===== src/rtl/write_controller.sv =====
// write_controller: assembles UART write packets into a one-cycle register-file write strobe.
// Optional acknowledge beat to the transmitter when WRITE_CONTROLLER_ACK_EN is defined.
module write_controller #(
    parameter logic [7:0] WRITE_DEST = 8'h01,
    parameter int         DATA_BYTES = 4,
    parameter logic [7:0] ACK_SOURCE = 8'h01
) (
    input  logic                    ipClk,
    input  logic                    ipReset,
    input  logic [7:0]              ipRxSource,
    input  logic [7:0]              ipRxDestination,
    input  logic [7:0]              ipRxLength,
    input  logic [7:0]              ipRxData,
    input  logic                    ipRxSoP,
    input  logic                    ipRxEoP,
    input  logic                    ipRxValid,
    output logic [7:0]              opWrAddress,
    output logic [8*DATA_BYTES-1:0] opWrData,
    output logic                    opWrEnable
`ifdef WRITE_CONTROLLER_ACK_EN
    ,
    input  logic                    ipTxReady,
    output logic [7:0]              opTxSource,
    output logic [7:0]              opTxDestination,
    output logic [7:0]              opTxLength,
    output logic [7:0]              opTxData,
    output logic                    opTxSoP,
    output logic                    opTxEoP,
    output logic                    opTxValid
`endif
);
    localparam int CW = DATA_BYTES > 1 ? $clog2(DATA_BYTES) : 1;
    typedef enum logic [2:0] {
        IDLE,
        DATA,
        DROP,
`ifdef WRITE_CONTROLLER_ACK_EN
        ACK,
`endif
        COMMIT
    } state_t;
    state_t                  state_q, state_d;
    logic [CW-1:0]           cnt_q, cnt_d;
    logic [7:0]              addr_cap_q, addr_cap_d, wr_addr_q, wr_addr_d;
    logic [8*DATA_BYTES-1:0] buf_q, buf_d, wr_data_q, wr_data_d;
    logic                    start, resync, last, unused_src;
    assign unused_src = ^{ipRxSource, ACK_SOURCE};
    assign start  = ipRxValid && ipRxSoP && ipRxDestination == WRITE_DEST
                    && ipRxLength == 8'(DATA_BYTES + 1);
    assign resync = ipRxValid && ipRxSoP && (state_q == DATA || state_q == DROP);
    assign last   = cnt_q == CW'(DATA_BYTES - 1);
    always_comb begin
        state_d    = state_q;
        cnt_d      = cnt_q;
        addr_cap_d = addr_cap_q;
        buf_d      = buf_q;
        wr_addr_d  = wr_addr_q;
        wr_data_d  = wr_data_q;
        // A SoP mid-packet is treated exactly as if it arrived in IDLE
        if (state_q == IDLE || resync) begin
            state_d = start ? DATA : IDLE;
            if (start) begin
                addr_cap_d = ipRxData;
                cnt_d      = '0;
            end
        end else if (state_q == DATA && ipRxValid) begin
            buf_d[8*cnt_q +: 8] = ipRxData;
            if (last) begin
                state_d = ipRxEoP ? COMMIT : DROP;
                if (ipRxEoP) begin
                    wr_addr_d = addr_cap_q;
                    wr_data_d = buf_d;
                end
            end else begin
                cnt_d   = cnt_q + 1'b1;
                state_d = ipRxEoP ? IDLE : DATA;
            end
        end else if (state_q == DROP && ipRxValid && ipRxEoP) begin
            state_d = IDLE;
        end else if (state_q == COMMIT) begin
`ifdef WRITE_CONTROLLER_ACK_EN
            state_d = ACK;
        end else if (state_q == ACK && ipTxReady) begin
`endif
            state_d = IDLE;
        end
    end
    always_ff @(posedge ipClk or posedge ipReset) begin
        if (ipReset) begin
            state_q    <= IDLE;
            cnt_q      <= '0;
            addr_cap_q <= '0;
            buf_q      <= '0;
            wr_addr_q  <= '0;
            wr_data_q  <= '0;
        end else begin
            state_q    <= state_d;
            cnt_q      <= cnt_d;
            addr_cap_q <= addr_cap_d;
            buf_q      <= buf_d;
            wr_addr_q  <= wr_addr_d;
            wr_data_q  <= wr_data_d;
        end
    end
    assign opWrAddress = wr_addr_q;
    assign opWrData    = wr_data_q;
    assign opWrEnable  = state_q == COMMIT;
`ifdef WRITE_CONTROLLER_ACK_EN
    logic ack;
    assign ack             = state_q == ACK;
    assign opTxValid       = ack;
    assign opTxSoP         = ack;
    assign opTxEoP         = ack;
    assign opTxSource      = ack ? ACK_SOURCE : '0;
    assign opTxDestination = ack ? WRITE_DEST : '0;
    assign opTxLength      = ack ? 8'd1 : '0;
    assign opTxData        = ack ? wr_addr_q : '0;
`endif
endmodule


===== config.mk =====
export PLATFORM = sky130hd
export DESIGN_NAME = write_controller
export DESIGN_NICKNAME = d
export VERILOG_FILES = /design/src/rtl/write_controller.sv
export SDC_FILE = /design/constraint.sdc
export NUM_CORES = 1
export LEC_CHECK = 0
export BUFFER_PORTS_ARGS = -buffer_cell sky130_fd_sc_hd__buf_2
export CAP_MARGIN = 20
export CORE_MARGIN = 2
export CORE_UTILIZATION = 35
export CTS_CLUSTER_SIZE = 12
export DETAILED_ROUTE_END_ITERATION = 6
export GPL_TIMING_DRIVEN = 0
export SETUP_SLACK_MARGIN = 0.3
export SLEW_MARGIN = 25
export SYNTH_ARGS = -nofsm -noshare
export SYNTH_HDL_FRONTEND = slang
export SYNTH_SLANG_ARGS = --single-unit

===== constraint.sdc =====
create_clock -name ipClk -period 3.45 [get_ports ipClk]
set_input_delay 1.035 -clock ipClk [delete_from_list [all_inputs] [get_ports ipClk]]
set_output_delay 1.035 -clock ipClk [all_outputs]
set_load 0.05 [all_outputs]

==> After elaboration in Yosys (flattened, before gate mapping) <==
Index checks and enable logic that the tools add are counted.
{ "word_totals": {"register_bits": 85, "latch_bits": 0, "mem_bits_rw": 0, "romBits": 0, "input_bits": 37, "elab_cells": 48, "n_memories": 0} }
{ "classes": {"n_addsub": 2, "multipliers": 0, "div_mod_pow": 0, "order_cmp": 0, "n_eq_ne": 8, "n_shift": 2, "n_mux": 13, "n_bitwise": 1, "n_reduce_logical": 16} }
{ "ops": {"columns": ["cell", "count"], "rows": [
  ["$neg A5 Y34", 1],
  ["$shift A8 B34 Y32 const A", 1],
  ["$shiftx A8 B34 Y32", 1],
  ["$bwmux W32", 1],
  ["$mux W3", 4],
  ["$mux W2", 5],
  ["$eq A8 B1 Y1 const B", 1],
  ["$eq A8 B3 Y1 const B", 1],
  ["$logic_and A1 B1 Y1", 7],
  ["$eq A3 B2 Y1 const B", 2],
  ["$reduce_and A2 Y1", 2],
  ["$reduce_and A4 Y1", 1],
  ["$reduce_bool A4 Y1", 1],
  ["$eq A3 B1 Y1 const B", 1],
  ["$logic_not A3 Y1", 1],
  ["$mux W1", 3],
  ["$reduce_and A3 Y1", 1],
  ["$add A2 B1 Y2 const B", 1],
  ["$eq A2 B2 Y1 const B", 1],
  ["$logic_or A1 B1 Y1", 2],
  ["$ne A2 B1 Y1 const B", 1],
  ["$ne A2 B2 Y1 const B", 1],
  ["$reduce_bool A2 Y1", 1],
  ["$not A1 Y1", 1]
]} }

==> Longest topological paths before layout <==
{ "logic_depth": {"word_depth": 6, "depth_mapped": 8, "depth_no_buf": 6} }

==> Least setup slack after synthesis <==
No wires, ideal clock.
{ "synth_path": {"path_type": "input to register", "start": "input port ipRxLength[5]", "end": "register addr_cap_q[0]", "setup_ns": 0.125, "t_arrival_ns": 2.099, "t_required_ns": 3.325, "path_slack_ns": 1.226, "path_stages": 5, "cell_sequence": "nor4_1 nand3_1 nor3_2 buf_6 mux2_4"} }
{ "synth_via": {"elab_chain_len": 3} }
{ "synth_rtl": {"columns": ["element", "line_no", "text"], "rows": [
  ["from (decl)", "12", "input logic [7:0] ipRxLength,"],
  ["$eq A8 B3 Y1", "49", "&& ipRxLength == 8'(DATA_BYTES + 1);"],
  ["$logic_and A1 B1 Y1", "49", null],
  ["$reduce_and A2 Y1 (no line)", null, null],
  ["to (signal assigned)", "99", "addr_cap_q <= addr_cap_d;"],
  ["to (decl)", "44", "logic [7:0] addr_cap_q, addr_cap_d, wr_addr_q, wr_addr_d;"]
]} }
No other way between the ends.
A chain may end at the register's enable or synchronous reset.

==> Worst setup path after layout <==
{ "layout_path": {"start": "register cnt_q[0]", "end": "register buf_q[5]"} }
{ "layout_via": {"elab_chain_len": 3, "word_cells_on_any_way": 4, "classes_between": "add/sub (1); shift (2); mux (1)"} }
{ "layout_rtl": {"columns": ["element", "line_no", "text"], "rows": [
  ["from (decl)", "43", "logic [CW-1:0] cnt_q, cnt_d;"],
  ["from (signal assigned)", "98", "cnt_q <= cnt_d;"],
  ["$neg A5 Y34 *", "67", "buf_d[8*cnt_q +: 8] = ipRxData;"],
  ["$shiftx A8 B34 Y32 or $shift A8 B34 Y32 (tied branches)", "67", null],
  ["$bwmux W32 *", "67", null],
  ["to (signal assigned)", "100", "buf_q <= buf_d;"],
  ["to (decl)", "45", "logic [8*DATA_BYTES-1:0] buf_q, buf_d, wr_data_q, wr_data_d;"]
]} }
Every way passes the cells marked *; elsewhere a longest branch is shown, timed or not.

==> results_dict.tcl <==
set metrics [dict create \
    dieArea_um2 11800 \
    first_global_vias 2782 \
    critPathTopFamily "simple AND/OR/NAND/NOR gates" \
    p_per_area_nw_per_um2 478 \
    ys_async_sr_fraction_pct 100 \
    multi_input_area_um2 1540 \
    hold-worst-slack_ns 0.477 \
    slowest_delay_ns 0.57 \
    synth_edf_count 0 \
    crit_type "flop to flop" \
    drive_gt1_share_pct 28.5 \
    die-width_um 108 \
    ant_nets 0 \
    max_cap_violations 0 \
    final_cell_mix "dfrtp_1, buf_2, nand2_1" \
    peakVddDrop_mv 0.174 \
    cts_resized 0 \
    required_ns 3.75 \
    slowest_stage "nor3_2" \
    core.rowCount 38 \
    cts_tree "done" \
    die_y_um 108 \
    cp-end-kind "flop" \
    wl_per_cell_um 16.0 \
    path_buf_inv 2 \
    grt_max_degree 33 \
    cp_max_fo 9 \
    port_buffers 62 \
    sw_frac_of_total_pct 27.2 \
    postCtsSetupRepairBufs 0 \
    worstHoldStart "opWrData[4]$_DFFE_PP0P_" \
    synth_cell_type_count 40 \
    final_area_um2 4590 \
    dp.cells 542 \
    grt_overflow 0 \
    cts_buffer_depth 2 \
    initial_utilization_pct 35.5 \
    grt_usage_pct 16.5 \
    vias 2862 \
    startpoint_type "flop" \
    drv_slew 0 \
    critical_path.cell_chain "inv_1 -> ha_1 -> nor3_2 -> and2_1 -> buf_6 -> a22o_1" \
    synth-seq-area-share_pct 55.1 \
    p_switching_uw 595 \
    synth.top_cell.area_share_pct 55.1 \
    rsz0062_at_grt "false" \
    holdBufCountCts 0 \
    clk-insertion-delay-late_ns 0.36 \
    nFillCells 1064 \
    hold_class "flop to flop" \
    fin_nets 459 \
    htreeDepth 3 \
    synthCells 338 \
    dpl_cell_area_um2 4350 \
    numCtsBuffers 9 \
    num_antenna_cells 0 \
    power.share.clock_pct 38.5 \
    syn2layout_area_growth_pct 20.2 \
    first_pass_iters 4 \
    relSlewSlack_pct 55.6 \
    finClkSkew_ns 0.00992 \
    syn_area_um2 3820 \
    drtIter0Drc 158 \
    p_seq_share_pct 46.9 \
    syn_avg_cell_area_um2 11.3 \
    status "finished, final reports clean" \
    grt_pass1_wl_um 14500 \
    p_comb_share_pct 14.7 \
    synth_ff_type "dfrtp_1" \
    wirelength_um 8900 \
    synth_area_leaders "dfrtp_1, a22o_1, o21ai_0" \
    fin_crit_ns 2.27 \
    worst_ep_arrival_time_ns 2.57 \
    place_congestion 0.738 \
    leakage_nw 2.22 \
    vias_per_cell 5.13 \
    path_clk_slew_ns 0.09 \
    instances_no_fill 558 \
    worstReg2RegStart "cnt_q[0]$_DFFE_PP0P_" \
    setup_viol 0 \
    clock.fmax_mhz 441 \
    final_common_cell "dfrtp_1" \
    min_period_over_period_pct 65.8 \
    final_hold_viol_count 0 \
    synth_top_area_cell "dfrtp_1" \
    clock_sinks 84 \
    drc_errors 0 \
    fin_setup_tns_ns 0 \
    synth-seq-cells 84 \
    internal_power_mw 1.60 \
    core_um2 10700 \
    worstMarginPinSlew_ns 0.665 \
    ioPinCount 78 \
    synth_warnings 0 \
    dp_hpwl_um 6290 \
    antenna_found_initial 0 \
    crit_start "cnt_q[0]$_DFFE_PP0P_" \
    syn_nets 384 \
    cts_root_buf "clkbuf_8" \
    ff_latch_area_um2 2100 \
]
-- worst register-to-register path, delay by kind of cell (launching register included) --
| family | cells | cell delay, ns |
|---|---|---|
| compound gates | 1 | 0.15 |
| fa+ha+maj | 1 | 0.45 |
| buf+inv | 2 | 0.32 |
| flops | 1 | 0.48 |
| simple gates | 2 | 0.80 |
-- per-layer routing --
layer	wire length [um]	part of all wire, %	global-route usage [%]	vias to the layer above
met3	532	6.0	3.44	14
met2	4050	45	25.0	95
met5	0	0	0	-
met1	4150	47	23.1	1393
met4	174	2.0	6.59	0
li1	-	-	-	1360
-- cell type report --
cell class	count	area share, %
inverters	6	0.573
flip-flops and latches	84	45.8
clock buffers	10	2.78
well taps	140	3.82
multi-input cells	223	33.6
plain buffers	25	3.27
clock inverters	6	2.46
repair buffers	64	7.64
-- state kept, by name, summed over array words and instances, names as in the netlist --
register and count:
buf_q 32, opWrData 32, opWrAddress 8, cnt_q 2, state_q 2, addr_cap_q 8
-- stage by stage --
stage | utilization (%) | setup WS (ns) | power, mW
final | 42.7 | 1.18 | 2.19
after global routing | 42.7 | 1.01 | 2.29
after CTS | 42.7 | 1.18 | 2.21
after detailed placement | 40.4 | 0.952 | 1.37
after global placement | 40.1 | 0.860 | 1.35
after floorplan | - | 1.23 | 1.27
-- Yosys cell counts, types with 2 or more instances --
library cell	number
buf_6	6
nor2_1	3
mux2_4	7
nand3_1	3
a21oi_1	16
inv_1	5
nor3_2	2
mux2_2	9
nand2_1	45
clkbuf_1	14
a32oi_1	7
buf_4	2
and2_4	3
ha_1	9
buf_2	3
nor2b_1	24
a31oi_1	9
o21ai_0	37
a22o_1	30
dfrtp_1	84
-- power by group through the flow --
stage               Combinational (mW)  Sequential, mW  Clock, mW
detailed placement               0.322            1.05          0
global placement                 0.308            1.05          0
CTS                              0.324            1.03      0.859
global route                     0.364            1.03      0.899
finish                           0.321            1.03      0.843
floorplan                        0.233            1.04          0
-- logic make-up after synthesis --
| kind of cell | synth area share (%) |
|---|---|
| buffers and inverters | 4.52 |
| adders and majority gates | 2.95 |
| AOI/OAI and AO/OA | 17.6 |
| DFF | 55.1 |
| muxes | 5.67 |
| and+or+nand+nor | 13.9 |
| xor gates and xnor gates | 0.230 |
-- worst paths after layout --
path	to	slack, ns	cells past startpoint
min in group asynchronous	opWrAddress[6]$_DFFE_PP0P_	0.76	2
max	buf_q[5]$_DFFE_PP0P_	1.18	6
min reg2reg	opWrData[4]$_DFFE_PP0P_	0.48	2
min	opWrData[4]$_DFFE_PP0P_	0.48	2
max in group asynchronous	opWrData[2]$_DFFE_PP0P_	2.12	3
max reg2reg	buf_q[5]$_DFFE_PP0P_	1.18	6
Note: power is estimated with default switching activity, not from simulation.
